$ cat src/rtl/data_mem_ctrl_pkg.sv
// Shared types, widths and helpers for the LSU-to-data-SRAM sequencer.
package data_mem_ctrl_pkg;

    localparam int unsigned ADDR_W          = 64;
    localparam int unsigned DATA_W          = 64;
    localparam int unsigned SEL_W           = 8;
    localparam int unsigned SIZE_W          = 4;
    localparam int unsigned CNT_W           = 8;
    localparam int unsigned TIMEOUT_DEFAULT = 255;

    // One-hot bit positions inside req_size
    localparam int unsigned SIZE_BYTE  = 0;
    localparam int unsigned SIZE_HALF  = 1;
    localparam int unsigned SIZE_WORD  = 2;
    localparam int unsigned SIZE_DWORD = 3;

    typedef enum logic [1:0] {
        ST_IDLE = 2'd0,
        ST_REQ  = 2'd1,
        ST_WAIT = 2'd2,
        ST_DONE = 2'd3
    } state_e;

    typedef enum logic [1:0] {
        SZ_B = 2'd0,
        SZ_H = 2'd1,
        SZ_W = 2'd2,
        SZ_D = 2'd3
    } size_e;

    typedef struct packed {
        logic              we;
        logic [SEL_W-1:0]  sel;
        logic [ADDR_W-1:0] addr;
        logic [DATA_W-1:0] wdata;
        size_e             size;
        logic              is_unsigned;
    } req_t;

    // Narrowest set bit wins; an all-zero size means a full dword
    function automatic size_e decode_size(input logic [SIZE_W-1:0] s);
        if (s[SIZE_BYTE])      return SZ_B;
        else if (s[SIZE_HALF]) return SZ_H;
        else if (s[SIZE_WORD]) return SZ_W;
        else                   return SZ_D;
    endfunction

    function automatic logic misaligned(input size_e sz, input logic [2:0] off);
        case (sz)
            SZ_H:    return off[0];
            SZ_W:    return |off[1:0];
            SZ_D:    return |off;
            default: return 1'b0;
        endcase
    endfunction

endpackage

$ cat src/rtl/data_mem_ctrl_load_align.sv
// Shifts the read dword down to the access offset, then selects and sign/zero-extends by size.
module data_mem_ctrl_load_align
    import data_mem_ctrl_pkg::*;
(
    input  logic [DATA_W-1:0] rdata,
    input  logic [2:0]        offset,
    input  size_e             size,
    input  logic              is_unsigned,
    output logic [DATA_W-1:0] data_c
);

    logic [DATA_W-1:0] shifted;
    logic              sx;

    always_comb begin
        shifted = rdata >> {offset, 3'b000};
        sx      = 1'b0;
        data_c  = shifted;
        case (size)
            SZ_B: begin
                sx     = ~is_unsigned & shifted[7];
                data_c = {{56{sx}}, shifted[7:0]};
            end
            SZ_H: begin
                sx     = ~is_unsigned & shifted[15];
                data_c = {{48{sx}}, shifted[15:0]};
            end
            SZ_W: begin
                sx     = ~is_unsigned & shifted[31];
                data_c = {{32{sx}}, shifted[31:0]};
            end
            default: data_c = shifted;
        endcase
    end

endmodule

$ cat src/rtl/data_mem_ctrl.sv
// MEM-stage sequencer: one LSU access at a time onto a req/gnt/rvalid SRAM bus with timeout.
// Optional build macro MISALIGN_CHECK_EN rejects misaligned half/word/dword accesses in IDLE.
module data_mem_ctrl
    import data_mem_ctrl_pkg::*;
#(
    parameter int unsigned TIMEOUT = TIMEOUT_DEFAULT
) (
    input  logic              clk,
    input  logic              rst,
    input  logic              req_valid,
    output logic              req_ready,
    input  logic              req_we,
    input  logic [SEL_W-1:0]  req_sel,
    input  logic [ADDR_W-1:0] req_addr,
    input  logic [DATA_W-1:0] req_wdata,
    input  logic [SIZE_W-1:0] req_size,
    input  logic              req_unsigned,
    output logic              stallreq,
    output logic              resp_valid,
    output logic [DATA_W-1:0] resp_rdata,
    output logic              resp_err,
    output logic              bus_req,
    output logic              bus_we,
    output logic [SEL_W-1:0]  bus_sel,
    output logic [ADDR_W-1:0] bus_addr,
    output logic [DATA_W-1:0] bus_wdata,
    input  logic              bus_gnt,
    input  logic              bus_rvalid,
    input  logic [DATA_W-1:0] bus_rdata
);

    state_e            state;
    req_t              lat;
    logic [CNT_W-1:0]  cnt;
    logic [DATA_W-1:0] align_c;
    logic              misalign_c;
    logic              timeout_c;
    logic              done_c;

    data_mem_ctrl_load_align u_load_align (
        .rdata       (bus_rdata),
        .offset      (lat.addr[2:0]),
        .size        (lat.size),
        .is_unsigned (lat.is_unsigned),
        .data_c      (align_c)
    );

`ifdef MISALIGN_CHECK_EN
    assign misalign_c = misaligned(decode_size(req_size), req_addr[2:0]);
`else
    assign misalign_c = 1'b0;
`endif

    assign timeout_c = (cnt == CNT_W'(TIMEOUT - 1));
    // Completion needs the grant in REQ; in WAIT the data phase alone finishes it
    assign done_c    = (state == ST_REQ) ? (bus_gnt & bus_rvalid) : bus_rvalid;

    assign stallreq  = ((state == ST_IDLE) & req_valid) | (state == ST_REQ) | (state == ST_WAIT);

    assign bus_we    = lat.we;
    assign bus_sel   = lat.sel;
    assign bus_addr  = {lat.addr[ADDR_W-1:3], 3'b000};
    assign bus_wdata = lat.wdata;

    always_ff @(posedge clk) begin
        if (rst) begin
            state      <= ST_IDLE;
            lat        <= '0;
            cnt        <= '0;
            req_ready  <= 1'b1;
            resp_valid <= 1'b0;
            resp_rdata <= '0;
            resp_err   <= 1'b0;
            bus_req    <= 1'b0;
        end else begin
            resp_valid <= 1'b0;
            resp_err   <= 1'b0;
            resp_rdata <= '0;
            case (state)
                ST_IDLE: begin
                    if (req_valid) begin
                        lat <= '{we:          req_we,
                                 sel:         req_we ? req_sel : '0,
                                 addr:        req_addr,
                                 wdata:       req_wdata,
                                 size:        decode_size(req_size),
                                 is_unsigned: req_unsigned};
                        req_ready <= 1'b0;
                        if (misalign_c) begin
                            state      <= ST_DONE;
                            resp_valid <= 1'b1;
                            resp_err   <= 1'b1;
                        end else begin
                            state   <= ST_REQ;
                            bus_req <= 1'b1;
                            cnt     <= '0;
                        end
                    end
                end
                ST_REQ, ST_WAIT: begin
                    if (timeout_c) begin
                        state      <= ST_DONE;
                        bus_req    <= 1'b0;
                        resp_valid <= 1'b1;
                        resp_err   <= 1'b1;
                    end else if (done_c) begin
                        state      <= ST_DONE;
                        bus_req    <= 1'b0;
                        resp_valid <= 1'b1;
                        resp_rdata <= lat.we ? '0 : align_c;
                    end else begin
                        cnt <= cnt + CNT_W'(1);
                        if ((state == ST_REQ) && bus_gnt) begin
                            state   <= ST_WAIT;
                            bus_req <= 1'b0;
                        end
                    end
                end
                ST_DONE: begin
                    state     <= ST_IDLE;
                    req_ready <= 1'b1;
                end
                default: begin
                    state     <= ST_IDLE;
                    req_ready <= 1'b1;
                    bus_req   <= 1'b0;
                end
            endcase
        end
    end

endmodule

$ cat config.mk
export PLATFORM = sky130hd
export DESIGN_NAME = data_mem_ctrl
export DESIGN_NICKNAME = d
export VERILOG_FILES = /design/src/rtl/data_mem_ctrl_pkg.sv /design/src/rtl/data_mem_ctrl_load_align.sv /design/src/rtl/data_mem_ctrl.sv
export SDC_FILE = /design/constraint.sdc
export NUM_CORES = 1
export LEC_CHECK = 0
export ABC_AREA = 1
export CORE_MARGIN = 10
export CORE_UTILIZATION = 45
export CTS_CLUSTER_SIZE = 14
export DETAILED_ROUTE_END_ITERATION = 8
export PLACE_DENSITY = 0.88
export SLEW_MARGIN = 20
export SYNTH_ARGS = -nofsm -noshare
export SYNTH_HDL_FRONTEND = slang
export SYNTH_HIERARCHICAL = 1
export SYNTH_SLANG_ARGS = --single-unit
$ cat constraint.sdc
create_clock -name clk -period 2.04 [get_ports clk]
set_input_delay 0.408 -clock clk [delete_from_list [all_inputs] [get_ports clk]]
set_output_delay 0.408 -clock clk [all_outputs]
set_load 0.05 [all_outputs]
==> impl_metrics.toml, run 1 <==
[setup_path]
required_ns = 1.63
max_stage_delay_ns = 0.35
worstSetupPathType = "reg2out"
crit_slowest_cell = "dfxtp_2"
crit_start = "state[0]"
reg2reg_setup_slack_ns = 0.21
crit_path_end_kind = "primary output"
startpoint_type = "flip-flop"
cp.depth = 5
crit_chain = "inv_1, ha_1, nor2_2, nand2_2, buf_12"
reg2regPathDepth = 10
path_buf_inv = 2
worstReg2RegEnd = "resp_rdata[61]"
timing.critical_path.to = "stallreq"
worst_r2r_startpoint = "lat[67]"
cp_max_fo = 3
arrival_ns = 1.52
critical-path-top-delay-family = "flip-flops"

[floorplanning]
rows = 57
fp.dieH_um = 176.4
start_util_pct = 45.52
die_w_um = 176.4
core_um2 = 24180
dieArea_um2 = 31110
io_pins = 417

[routing]
drc = 0
drt_iter0_drc = 845
firstDrtPassIters = 6
wl_per_cell_um = 17.78
dr_total_vias = 10770
wirelength_um = 38210
viasPerCell = 5.012
ant_nets = 0

[cts]
clock_path_buffers = 3
cts-root-buf = "clkbuf_16"
cts.sink_count = 218
post_cts_buffers = 0
cts_tree = "yes"
path_clk_slew_ns = 0.06
h-tree-depth = 1
clkLatencyLatePin_ns = 0.52
tritoncts.num_buffers = 25

[final_layout]
layout_commonest_cell = "nor2_1"
drive_gt1_share_pct = 12.17
final_net_count = 2024
fin_cells = 2149
synthToLayoutAreaGrowth_pct = 36.76
fin_util_pct = 62.25
final_cell_mix = "297 x nor2_1, 249 x nand2_1, 215 x dfxtp_1, 209 x clkdlybuf4s50_1, 182 x dlygate4sd2_1"
num-fill-cells = 2118

[sta]
fin_setup_tns_ns = 0
setup_viol = 0
hold_viol = 0
worst_pin_slew_ns = 0.7428
max_freq_ghz = 0.5176
finalClockSkew_ns = 0.01024
slew_viol_final = 0
finalCritPeriodShare_pct = 94.71
rsz0062_at_grt = "false"
maxSlewHeadroom_pct = 50.30
final.min_clock_period_ns = 1.932

[synth]
synth.distinct_cells = 35
ys_ff_latch = 218
ys_seq_area_share_pct = 39.66
postSynthAreaPerCell_um2 = 7.081
ys_warn_count = 6
syn-cell-area_um2 = 11000
synthCells = 1554

[power_and_ir_drop]
power_density_nw_per_um2 = 1410
p_leak_nw = 7.202
finalPower_mw = 21.23
ir_worst_vdd_uv = 953.3

[global_route]
grt_pass1_vias = 10420
grtUsageTotal_pct = 23.22
antenna_found_initial = 1
grt_pass1_wl_um = 58110
grt_max_degree = 64
globalRouteOverflowTotal = 0

[outcome]
outcome = "completed"

[placement]
dp.final_hpwl_um = 29480
gp_congestion = 0.9955
placed_cells = 2104
numPortBuffers = 412

[worst_hold_path]
hold_path.class = "in2reg"

[run]
cap_violations = 0
==> metrics by stage <==
step | area (um2) | hold WS [ns] | setup WS [ns]
6_report | 15050 | 0.4436 | 0.1078
5_1_grt | 15050 | 0.4362 | 0.02148
4_1_cts | 15040 | 0.4166 | 0.02178
3_5_place_dp | 14450 | 0.4559 | 0.001019
3_3_place_gp | 14450 | 0.4498 | 0.03688
2_1_floorplan | 11010 | 0.4380 | 0.1834
==> worst min path at each step <==
stage	startpoint	endpoint	cells after the start
2_1_floorplan	cnt[6]	cnt[6]	2
5_1_grt	req_sel[3]	bus_sel[3]	3
4_1_cts	req_sel[3]	bus_sel[3]	3
3_3_place_gp	cnt[6]	cnt[6]	2
3_5_place_dp	bus_req	bus_req	2
6_report	req_sel[3]	bus_sel[3]	3
==> final cells by class <==
type | count | area, um2 | area share, %
well taps | 324 | 405.4 | 2.694
clock buffers | 31 | 678.2 | 4.506
inverters | 115 | 441.7 | 2.935
multi-input cells | 990 | 4633 | 30.79
repair buffers | 457 | 4382 | 29.12
flip-flops and latches | 218 | 4368 | 29.02
clock inverters | 13 | 138.9 | 0.9228
diodes | 1 | 2.502 | 0.01663
==> flip-flops by register name, summed over array words and instances (netlist names) <==
register / flops
resp_rdata: 64
bus_req: 1
lat: 6
resp_valid: 1
bus_we: 1
bus_sel: 8
bus_wdata: 64
resp_err: 1
state: 2
req_ready: 1
bus_addr: 61
cnt: 8
==> metal layers <==
| metal | global-route usage [%] | vias up | routed length [um] |
|---|---|---|---|
| met5 | 0 | - | 0 |
| met4 | 7.846 | 0 | 1363 |
| met3 | 8.095 | 86 | 4027 |
| met2 | 41.07 | 536 | 18870 |
| met1 | 25.37 | 4868 | 13950 |
| li1 | - | 5280 | - |
==> worst min-delay path: cells and delay by family <==
kind	cells	cell delay, ns
buffers and inverters	1	0.39
AO/OA/AOI/OAI	1	0.05
AND/OR/NAND/NOR	1	0.06
==> power breakdown <==
part	total [mW]	switching (mW)	leakage [nW]	internal, mW
combinational	11.0	7.78	5.01	3.23
clock	4.45	1.82	0.405	2.63
sequential	5.77	0.498	1.79	5.27
==> synth_stat cells <==
library cell | instances | area, um2
nand4_1 | 34 | 212.7
clkbuf_1 | 40 | 150.1
o21ai_0 | 177 | 885.9
nor3_2 | 1 | 10.01
a21oi_2 | 1 | 8.760
or2_2 | 8 | 50.05
nand3_4 | 1 | 17.52
nand3_2 | 5 | 50.05
nand2_2 | 17 | 106.4
inv_2 | 6 | 22.52
o21ai_1 | 15 | 75.07
o21ai_2 | 2 | 17.52
o211ai_1 | 27 | 202.7
nor2_1 | 298 | 1119
nand3_1 | 40 | 200.2
nand3b_1 | 1 | 7.510
inv_8 | 1 | 11.26
dfxtp_1 | 218 | 4364
conb_1 | 1 | 3.750
nor2_4 | 2 | 22.52
nand2_4 | 2 | 22.52
buf_4 | 142 | 1066
nor2_2 | 61 | 381.6
o31ai_1 | 3 | 22.52
clkinv_1 | 1 | 3.750
inv_1 | 107 | 401.6
a21oi_1 | 33 | 165.2
buf_2 | 30 | 150.1
buf_12 | 2 | 40.04
and2_1 | 1 | 6.260
or2_1 | 1 | 6.260
buf_6 | 15 | 168.9
nand2_1 | 251 | 942.2
buf_1 | 4 | 15.01
ha_1 | 6 | 75.07
==> timing repair <==
action / CTS / global route
endpoints found under the setup margin: 183 / 1
gates resized for setup: 185 / 2
hold buffers: 0 / 0
==> cells by family (layout without fill, tap and decap cells) <==
family,count (synthesis),count (layout),share of synthesized area [%]
AND/OR/NAND/NOR,723,723,28.66
buffers and inverters,348,616,18.44
AO/OA/AOI/OAI,258,258,12.52
flip-flops,218,218,39.66
adder cells (fa/ha/maj),6,6,0.6822
other,1,4,0.03408
Note: power is estimated with default switching activity, not from simulation.
==> run 2: changes to the inputs <==
--- a/config.mk
+++ b/config.mk
@@ -7,10 +7,11 @@
 export LEC_CHECK = 0
 export ABC_AREA = 1
 export CORE_MARGIN = 10
-export CORE_UTILIZATION = 45
+export CORE_UTILIZATION = 25
 export CTS_CLUSTER_SIZE = 14
 export DETAILED_ROUTE_END_ITERATION = 8
-export PLACE_DENSITY = 0.88
+export PLACE_DENSITY = 0.56
+export SKIP_CTS_REPAIR_TIMING = 1
 export SLEW_MARGIN = 20
 export SYNTH_ARGS = -nofsm -noshare
 export SYNTH_HDL_FRONTEND = slang
==> run 2 against run 1 <==
Against the previous run:
- cell area grew 8.4%
- combinational power rose by 5%
- worst hold slack lost 0.042 ns
- power grew 5.2%
- maximum frequency is 1.6% lower
- clock skew grew 0.0093 ns
==> impl_metrics.toml, run 2 (same netlist as run 1, synthesis figures left out) <==
[outcome]
outcome = "completed"

[routing]
ant_nets = 0
met3_length_um = 3903
drt-met1-wl_um = 16920
viasPerCell = 4.342
firstDrtPassIters = 6
met2WireLength_um = 19360
drc = 0
wl_per_cell_um = 17.19
wirelength_um = 41690
routed.top_layer = "met5"
drt_iter0_drc = 563
dr_total_vias = 10530

[placement]
numPortBuffers = 412
pre_cts_ws_ns = -0.03630
gp_congestion = 0.8696
post_dp_cell_area_um2 = 14910
dp.final_hpwl_um = 32200

[run]
cap_violations = 0

[global_route]
globalRouteOverflowTotal = 0
grt_pass1_vias = 10260
grtUsageTotal_pct = 14.88
antenna_found_initial = 2
grt_max_degree = 52
grt_pass1_wl_um = 62150

[setup_path]
worstSetupPathType = "reg2out"
crit_slowest_cell = "dfxtp_2"
crit_path_end_kind = "primary output"
cp_max_fo = 3
max_stage_delay_ns = 0.34
crit_chain = "inv_1, ha_1, nor2_2, nand2_2, buf_12"
arrival_ns = 1.56
required_ns = 1.63
startpoint_type = "flip-flop"
reg2regPathDepth = 11

[sta]
hold_viol = 0
rsz0062_at_grt = "false"
max_freq_ghz = 0.5091
finalClockSkew_ns = 0.01957
fin_setup_tns_ns = 0
final.min_clock_period_ns = 1.964
slew_viol_final = 0
fin_ws_ns = 0.07583
finalCritPeriodShare_pct = 96.28
maxSlewHeadroom_pct = 53.02
setup_viol = 0
worst_pin_slew_ns = 0.7021

[floorplanning]
die_w_um = 229.8
dieArea_um2 = 52810
start_util_pct = 25.43
rows = 76
io_pins = 417
core_um2 = 43270
fp.dieH_um = 229.8

[cts]
clkLatencyLatePin_ns = 0.56
cts.sink_count = 218
cts_tree = "yes"
path_clk_slew_ns = 0.06
h-tree-depth = 1
cts-root-buf = "clkbuf_16"
tritoncts.num_buffers = 27
clock_path_buffers = 3

[final_layout]
final_cell_mix = "297 x nor2_1, 249 x nand2_1, 215 x dfxtp_1, 209 x clkdlybuf4s50_1, 184 x dlymetal6s2s_1"
antennaDiodeCount = 0
synthToLayoutAreaGrowth_pct = 48.20
drive_gt1_share_pct = 12.72
design_area_um2 = 16310
final_net_count = 2038
num-fill-cells = 4485
fin_util_pct = 37.69
layout_commonest_cell = "nor2_1"

[power_and_ir_drop]
p_leak_nw = 9.608
finalPower_mw = 22.34
power_density_nw_per_um2 = 1370
ir_worst_vdd_uv = 912.5

[worst_hold_path]
hold_path.class = "in2reg"
holdPathStages = 3
==> run 2: power breakdown <==
part	switching, mW	internal, mW
sequential	0.487	5.27
combinational	7.81	3.81
clock	1.95	3.00
==> run 2: per-stage QoR <==
stage,instances,hold WS (ns)
2_1_floorplan,1556,0.4380
3_3_place_gp,2376,0.4532
3_5_place_dp,2376,0.4553
4_1_cts,2424,0.3617
5_1_grt,2425,0.4003
6_report,2425,0.4017
==> run 2: area by class of cell <==
type / count / area (um2) / share of cell area (%)
timing repair buffer: 469 / 5215 / 31.98
sequential: 218 / 4368 / 26.78
clock inverter: 11 / 155.1 / 0.9514
multi-input combinational: 990 / 4633 / 28.41
clock buffer: 37 / 763.2 / 4.680
inverter: 115 / 441.7 / 2.708
tap: 585 / 732.0 / 4.488
==> run 2: layer usage <==
layer,track usage (%),vias to the layer above
met5,0,-
met4,4.974,4
met3,5.504,75
met2,25.13,418
met1,17.06,4734
li1,-,5298
==> run 2: worst paths after layout <==
path | slack [ns] | from | to
max reg2reg | 0.20 | lat[67] | resp_rdata[27]
max | 0.08 | state[0] | stallreq
min reg2reg | 0.46 | bus_sel[3] | bus_sel[3]
min | 0.40 | req_sel[3] | bus_sel[3]
==> run 2: critical path, delay by kind of cell (launching register included) <==
| kind | cells | cell delay [ns] |
|---|---|---|
| adder cells (fa/ha/maj) | 1 | 0.22 |
| buffers and inverters | 2 | 0.22 |
| flip-flops | 1 | 0.34 |
| AND/OR/NAND/NOR | 2 | 0.20 |
==> run 3: changes to the inputs <==
--- a/config.mk
+++ b/config.mk
@@ -11,7 +11,6 @@
 export CTS_CLUSTER_SIZE = 14
 export DETAILED_ROUTE_END_ITERATION = 8
 export PLACE_DENSITY = 0.56
-export SKIP_CTS_REPAIR_TIMING = 1
 export SLEW_MARGIN = 20
 export SYNTH_ARGS = -nofsm -noshare
 export SYNTH_HDL_FRONTEND = slang
==> run 3 against run 2 <==
Against the previous run:
- first-iteration DRC count is 11% higher
- via count grew 0.50%
- sequential power hardly changed
- register-to-register slack barely moved
- power fell by 2.2%
- critical path depth unchanged
- clock skew barely moved
- combinational power fell by 4%
==> impl_metrics.toml, run 3 (same netlist as run 1, synthesis figures left out) <==
[outcome]
outcome = "completed"

[power_and_ir_drop]
combinationalPowerShare_pct = 51.0
p_leak_nw = 7.328
power.internal_mw = 11.59
p_clk_share_pct = 22.6
power_density_nw_per_um2 = 1398
sw_frac_of_total_pct = 46.92
seqPwrFrac_pct = 26.4
finalPower_mw = 21.84
ir_worst_vdd_uv = 881.3
switchingPower_mw = 10.25

[setup_path]
startpoint_type = "flip-flop"
required_ns = 1.63
cp_max_fo = 3
crit_path_end_kind = "primary output"
arrival_ns = 1.55
worstSetupPathType = "reg2out"

[global_route]
grtUsageTotal_pct = 14.88
grt_pass1_wl_um = 62130
grt_pass1_vias = 10260
antenna_found_initial = 2
grt_max_degree = 52
globalRouteOverflowTotal = 0

[floorplanning]
io_pins = 417
dieArea_um2 = 52810
die_w_um = 229.8
rows = 76
fp.dieH_um = 229.8
start_util_pct = 25.43
core_um2 = 43270

[cts]
cts.sink_count = 218
path_clk_slew_ns = 0.06
h-tree-depth = 1
cts-root-buf = "clkbuf_16"
cts_tree = "yes"
clkLatencyLatePin_ns = 0.56
clock_path_buffers = 3
tritoncts.num_buffers = 27

[sta]
maxSlewHeadroom_pct = 53.18
hold_viol = 0
max_freq_ghz = 0.5116
final.min_clock_period_ns = 1.955
setup_viol = 0
slew_viol_final = 0
worst_pin_slew_ns = 0.6998
rsz0062_at_grt = "false"
finalCritPeriodShare_pct = 95.82
hold_slack_ns = 0.4026
fin_setup_tns_ns = 0
finalClockSkew_ns = 0.01916

[routing]
firstDrtPassIters = 5
dr_total_vias = 10580
drc = 0
wl_per_cell_um = 17.09
drt_iter0_drc = 624
ant_nets = 0
wirelength_um = 41450
viasPerCell = 4.362

[placement]
numPortBuffers = 412
placed_cells = 2376
dp.final_hpwl_um = 32200
gp_congestion = 0.8696

[final_layout]
fin_util_pct = 36.11
final_net_count = 2039
layout_commonest_cell = "nor2_1"
synthToLayoutAreaGrowth_pct = 41.99
num-fill-cells = 4619
final_cell_mix = "297 x nor2_1, 249 x nand2_1, 215 x dfxtp_1, 209 x clkdlybuf4s50_1, 184 x dlygate4sd2_1"
antennaDiodeCount = 0
drive_gt1_share_pct = 12.76
fin_cells = 2426

[worst_hold_path]
hold_path.class = "in2reg"

[run]
cap_violations = 0
## run 3: changes by cell type in the layout (fill, tap and decap cells not counted)
| cell | delta |
|---|---|
| dlymetal6s2s_1 | -184 |
| dlygate4sd2_1 | +184 |
| buf_4 | +1 |
## run 3: critical path, stage by stage (launching register included)
cell,delay [ns]
dfxtp_2,0.34
inv_1,0.08
ha_2,0.19
nor2_2,0.13
nand2_2,0.09
buf_12,0.15
## run 3: layout make-up
class                      instances  area [um2]  share of cell area (%)
tap                              585       732.0                   4.684
clock buffer                      37       763.2                   4.885
clock inverter                    11       155.1                  0.9930
timing repair buffer             470        4532                   29.00
inverter                         115       441.7                   2.827
sequential                       218        4368                   27.95
multi-input combinational        990        4633                   29.65
## run 3: per-stage QoR
step / setup WS [ns] / cell area (um2)
finish: 0.08525 / 15630
CTS: 0.01586 / 15620
floorplan: 0.1834 / 11010
global route: 0.002459 / 15630
detailed placement: -0.03630 / 14910
global placement: -0.02329 / 14910
## run 3: repair_timing
action | in CTS | in global routing
setup endpoints to repair | 185 | 1
hold buffers | 0 | 0
gates cloned | 0 | 0
gates resized for setup | 188 | 1
pin swaps | 2 | 2
buffers inserted | 2 | 0
endpoints found under the hold margin | 0 | 0
## run 3: final timing paths
path | startpoint | end | slack, ns | cells after the start
min | req_sel[3] | bus_sel[3] | 0.40 | 3
max | state[0] | stallreq | 0.09 | 5
max reg2reg | lat[67] | resp_rdata[27] | 0.20 | 11
min reg2reg | bus_sel[3] | bus_sel[3] | 0.46 | 2
## run 3: power by group through the flow
stage               clock network [mW]  logic, mW  registers [mW]
floorplan                            0       8.15            6.47
global placement                     0       11.7            5.84
detailed placement                   0       11.7            5.88
CTS                               5.13       11.2            5.77
global route                      5.27       12.1            5.88
finish                            4.94       11.1            5.76
## run 3: metal layers
layer,global-route usage [%],up-vias,share of wire [%]
met5,0,-,0.055
met4,4.974,4,3.4
met3,5.504,69,8.9
met2,25.12,422,46
met1,17.05,4789,41
li1,-,5298,-
